$ cat config.mk
export PLATFORM = sky130hd
export DESIGN_NAME = adder32_arbiter
export DESIGN_NICKNAME = d
export VERILOG_FILES = /design/src/rtl/adder32_arbiter.sv
export SDC_FILE = /design/constraint.sdc
export NUM_CORES = 1
export LEC_CHECK = 0
export BUFFER_PORTS_ARGS = -buffer_cell sky130_fd_sc_hd__buf_4
export CORE_MARGIN = 4
export CORE_UTILIZATION = 40
export CTS_BUF_LIST = sky130_fd_sc_hd__clkbuf_4
export DETAILED_ROUTE_END_ITERATION = 10
export HOLD_SLACK_MARGIN = 0.15
export PLACE_DENSITY_LB_ADDON = 0.2
export SLEW_MARGIN = 20
export SYNTH_ARGS = -nofsm -noshare
export SYNTH_HDL_FRONTEND = slang
export SYNTH_SLANG_ARGS = --single-unit
$ cat constraint.sdc
create_clock -name clk -period 4.65 [get_ports clk]
set_input_delay 0.2325 -clock clk [delete_from_list [all_inputs] [get_ports clk]]
set_output_delay 0.2325 -clock clk [all_outputs]
set_load 0.01 [all_outputs]
$ cat src/rtl/adder32_arbiter.sv
// adder32_arbiter: round-robin sharing of one registered 32-bit adder
// between NUM_REQ requesters. The result is held in one shared slot,
// tagged with the owning requester index.
//
// Ports:
//   clk, reset        clock and synchronous active-high reset
//   req_valid/ready   per-requester handshake (ready is a one-hot grant)
//   req_a, req_b      packed operands, requester i at bits [32*i+31:32*i]
//   resp_valid/ready  result handshake with backpressure
//   resp_id, resp_sum owner index and (a+b) mod 2^32

// Adder with one cycle of registered latency and no reset.
module adder32_sync #(
    parameter int DATA_W = 32
) (
    input  logic              clk,
    input  logic [DATA_W-1:0] a,
    input  logic [DATA_W-1:0] b,
    output logic [DATA_W-1:0] sum
);
    always_ff @(posedge clk) begin
        sum <= a + b;
    end
endmodule

module adder32_arbiter #(
    parameter int NUM_REQ = 3,
    parameter int ID_W    = 2
) (
    input  logic                  clk,
    input  logic                  reset,
    input  logic [NUM_REQ-1:0]    req_valid,
    input  logic [32*NUM_REQ-1:0] req_a,
    input  logic [32*NUM_REQ-1:0] req_b,
    output logic [NUM_REQ-1:0]    req_ready,
    output logic                  resp_valid,
    output logic [ID_W-1:0]       resp_id,
    output logic [31:0]           resp_sum,
    input  logic                  resp_ready
);
    localparam int unsigned DATA_W = 32;

    logic [ID_W-1:0]   rr_ptr;
    logic [DATA_W-1:0] hold_a;
    logic [DATA_W-1:0] hold_b;

    logic              can_issue;
    logic              hi_hit;
    logic              lo_hit;
    logic [ID_W-1:0]   hi_id;
    logic [ID_W-1:0]   lo_id;
    logic              grant_valid;
    logic [ID_W-1:0]   grant_id;
    logic [ID_W-1:0]   next_ptr;
    logic [DATA_W-1:0] add_a;
    logic [DATA_W-1:0] add_b;

    // A new grant is allowed only when the result slot is empty or retiring.
    assign can_issue = !resp_valid || resp_ready;

    // Lowest valid index at or above rr_ptr wins; otherwise the lowest valid
    // index below it (wrap-around). Descending scan leaves the lowest hit.
    always_comb begin
        hi_hit = 1'b0;
        lo_hit = 1'b0;
        hi_id  = '0;
        lo_id  = '0;
        for (int i = NUM_REQ - 1; i >= 0; i--) begin
            if (req_valid[i]) begin
                if (i >= int'(rr_ptr)) begin
                    hi_hit = 1'b1;
                    hi_id  = ID_W'(i);
                end else begin
                    lo_hit = 1'b1;
                    lo_id  = ID_W'(i);
                end
            end
        end
    end

    assign grant_valid = !reset && can_issue && (hi_hit || lo_hit);
    assign grant_id    = hi_hit ? hi_id : lo_id;
    assign next_ptr    = (grant_id == ID_W'(NUM_REQ - 1)) ? '0 : grant_id + ID_W'(1);

    // One-hot grant decode.
    always_comb begin
        req_ready = '0;
        for (int i = 0; i < NUM_REQ; i++) begin
            req_ready[i] = grant_valid && (grant_id == ID_W'(i));
        end
    end

    // Granted operands feed the adder directly; otherwise replay the held
    // operands so the registered sum stays stable under backpressure.
    always_comb begin
        add_a = hold_a;
        add_b = hold_b;
        for (int i = 0; i < NUM_REQ; i++) begin
            if (grant_valid && (grant_id == ID_W'(i))) begin
                add_a = req_a[DATA_W*i +: DATA_W];
                add_b = req_b[DATA_W*i +: DATA_W];
            end
        end
    end

    adder32_sync #(
        .DATA_W(DATA_W)
    ) u_adder (
        .clk (clk),
        .a   (add_a),
        .b   (add_b),
        .sum (resp_sum)
    );

    // Result slot, owner tag, operand hold and round-robin pointer.
    always_ff @(posedge clk) begin
        if (reset) begin
            resp_valid <= 1'b0;
            resp_id    <= '0;
            rr_ptr     <= '0;
            hold_a     <= '0;
            hold_b     <= '0;
        end else if (grant_valid) begin
            resp_valid <= 1'b1;
            resp_id    <= grant_id;
            rr_ptr     <= next_ptr;
            hold_a     <= add_a;
            hold_b     <= add_b;
        end else if (resp_valid && resp_ready) begin
            resp_valid <= 1'b0;
        end
    end
endmodule

==> impl_metrics.env <==
export IMPL_status="completed"
export IMPL_synth_top_family_by_area="compound AO/OA/AOI/OAI gates"
export IMPL_grt_pass1_wl_um=38800
export IMPL_p_total_mw=3.19
export IMPL_start_util_pct=41.0
export IMPL_worstPathRequired_ps=5030
export IMPL_cts_inserted_buffers=9
export IMPL_netlist_top_cells_area="dfxtp_1, nand2_1, a21oi_1"
export IMPL_synthFlopType="dfxtp_1"
export IMPL_tns_ps=0
export IMPL_ant_nets=0
export IMPL_dr_total_vias=8008
export IMPL_track_usage_pct=23.7
export IMPL_gp_congestion=0.873
export IMPL_placedCellCount=1400
export IMPL_synth_area_mux_share_pct=0.630
export IMPL_yosys_area_top_type="dfxtp_1"
export IMPL_finalSetupViolations=0
export IMPL_hold_viol_final=0
export IMPL_dp_hpwl_um=18300
export IMPL_wirelength_um=25300
export IMPL_synthCells=991
export IMPL_placed_area_mm2=0.00904
export IMPL_tightest_slew_ps=1060
export IMPL_final_setup_worst_slack_ps=207
export IMPL_synth_edf_count=0
export IMPL_drtIter0Drc=660
export IMPL_synthToLayoutAreaGrowth_pct=39.0
export IMPL_io_buffer_count=235
export IMPL_netlist_area_leader_share_pct=28.3
export IMPL_slew_violations=0
export IMPL_worstPathMaxFanout=18
export IMPL_synth_compound_area_share_pct=29.9
export IMPL_critPathMaxStageDelay_ps=560
export IMPL_insertion_delay_ps=480
export IMPL_async_reset_ff_share_pct=0
export IMPL_final_min_clock_period_ps=4440
export IMPL_post_drt_wl_per_cell_um=17.0
export IMPL_yosys_cell_count_top_type="nand2_1"
export IMPL_final_period_utilization_pct=95.5
export IMPL_cp_cell_sequence="dlygate4sd3_1 -> buf_4 -> nand2b_1 -> nand4_2 -> nand2b_4 -> buf_4 -> inv_4 -> a222oi_1 -> a21oi_1 -> ha_1 -> and2_1 -> a2111oi_0 -> buf_4 -> a211oi_2 -> a211oi_2 -> o21bai_1 -> xor2_1"
export IMPL_cts_root_buf="clkbuf_4"
export IMPL_drive_gt1_share_pct=24.6
export IMPL_arrival_ps=4820
export IMPL_ioPinCount=236
export IMPL_rows=48
export IMPL_power_leakage_nw=4.61
export IMPL_die_x_um=142
export IMPL_fin_skew_ps=25.6
export IMPL_cp_end_kind="flip-flop"
export IMPL_synth_warnings=0
export IMPL_pre_cts_slack_ps=145
export IMPL_max_freq_mhz=225
export IMPL_first_pass_iters=6
export IMPL_grt_start_max_net_pins=117
export IMPL_synthesis_area_mm2=0.00715
export IMPL_synth_simple_area_share_pct=22.6
export IMPL_max_vdd_ir_drop_uv=235
export IMPL_crit_path_start_kind="primary input"
export IMPL_instances_no_fill=1486
export IMPL_max_cap_violations=0
export IMPL_cpMaxStageDelayCell="a222oi_1"
export IMPL_grt_pass1_vias=7702
export IMPL_postCtsSetupRepairBufs=0
export IMPL_core_area_mm2=0.0174
export IMPL_cp_common_cell="buf_4"
export IMPL_final_area_mm2=0.00993
export IMPL_critPathKind="primary input to flip-flop"
export IMPL_fp_dieArea_mm2=0.0201
export IMPL_syn_nets=1220
export IMPL_synth_common_cells="nand2_1, dfxtp_1, a21oi_1"
export IMPL_relSlewSlack_pct=29.3
export IMPL_clk_pin_slew_ps=160
export IMPL_synth_xor_area_share_pct=4.78
export IMPL_rsz0062_at_grt="no"
export IMPL_grt_ovfl_total=0
export IMPL_cellPowerDensity_mw_per_mm2=321
export IMPL_final_nets=1482
export IMPL_yosysSeqAreaShare_pct=28.3
export IMPL_antenna_found_initial=1
export IMPL_avgSynthCellArea_um2=7.21
export IMPL_fp_dieH_um=142
export IMPL_drc=0
export IMPL_critPathTopFamily="compound AO/OA/AOI/OAI gates"
export IMPL_synthAdderAreaFrac_pct=5.53
export IMPL_min_path_type="primary input to flip-flop"
export IMPL_clock_sinks=101
export IMPL_path_buf_inv=5
export IMPL_yosysUniqueCellTypes=80
export IMPL_cts_tree="built"
export IMPL_viasPerCell=5.39
export IMPL_ctsLongestPathBuffers=2
export IMPL_yosys_register_bits=101
export IMPL_htreeDepth=3
[sequential cells by signal, indices dropped and copies added (netlist names)]
signal / count
hold_a: 32
hold_b: 32
u_adder.sum: 32
resp_id: 2
rr_ptr: 2
resp_valid: 1
[kinds of logic after synthesis]
group,Yosys count
fa+ha+maj,31
xor+xnor,39
mux,4
simple gates,367
buf+inv,139
flops,101
compound gates,310
[stage by stage]
step           hold slack [ps]  utilization [%]
2_1_floorplan              414                -
3_3_place_gp               443             51.9
3_5_place_dp               448             51.9
4_1_cts                    166             56.5
5_1_grt                    211             57.0
6_report                   203             57.0
[final timing paths]
check / startpoint / endpoint / slack, ps / cells past startpoint
setup / recovery: resp_ready / u_adder.sum[25]$_DFF_P_ / 210 / 17
hold / removal: req_a[13] / hold_a[13]$_SDFFE_PP0P_ / 200 / 5
setup reg to reg: rr_ptr[1]$_SDFFE_PP0P_ / u_adder.sum[28]$_DFF_P_ / 320 / 20
hold reg to reg: hold_b[15]$_SDFFE_PP0P_ / hold_b[15]$_SDFFE_PP0P_ / 470 / 2
[layout by cell type (no fill, tap or decap), drive strengths merged, types with 49 or more instances in the layout]
master / synthesis / routed
a21oi: 93 / 93
a311oi: 49 / 49
buf: 20 / 253
dfxtp: 101 / 101
dlygate4sd3: 0 / 65
inv: 70 / 71
nand2: 159 / 159
nand3: 68 / 68
nor2: 90 / 90
o21ai: 73 / 73
[layout make-up]
cell class | count | area [um2]
tap | 225 | 282
timing repair buffer | 319 | 2590
fill | 1710 | 7480
antenna | 3 | 7.51
inverter | 70 | 273
clock inverter | 7 | 88.8
clock buffer | 9 | 67.6
sequential | 101 | 2020
multi-input combinational | 752 | 4600
[layer usage]
| metal | GRT usage, % | wire, um | vias to the layer above | share of wire (%) |
|---|---|---|---|---|
| li1 | - | - | 4030 | - |
| met1 | 31.5 | 11400 | 3631 | 45 |
| met2 | 38.7 | 11600 | 294 | 46 |
| met3 | 3.94 | 1640 | 53 | 6.5 |
| met4 | 8.89 | 656 | 0 | 2.6 |
| met5 | 0 | 0 | - | 0 |
[worst reg2reg max path, stage by stage (launching register included)]
cell	delay (ps)
dfxtp_2	430
nand2b_1	190
o21a_1	250
nand3_4	170
inv_6	180
buf_4	180
nand2_1	70
a311oi_1	250
a21oi_1	90
inv_1	80
ha_1	250
o21a_1	210
o21ai_0	280
a2bb2oi_2	120
a21o_1	210
a21oi_2	230
a31oi_2	150
a41o_4	320
a211oi_4	350
o31ai_2	100
xor2_1	140
[power breakdown]
group | internal [mW] | switching [mW]
clock | 0.216 | 0.321
combinational | 0.701 | 0.791
sequential | 1.07 | 0.0930
total | 1.99 | 1.21
[repair_timing]
| item | in CTS | in global routing |
|---|---|---|
| hold buffers | 65 | 0 |
| gates resized for setup | 0 | 14 |
| hold endpoints to repair | 69 | 0 |
| endpoints found under the setup margin | 0 | 16 |
(Power assumes the default switching activity.)
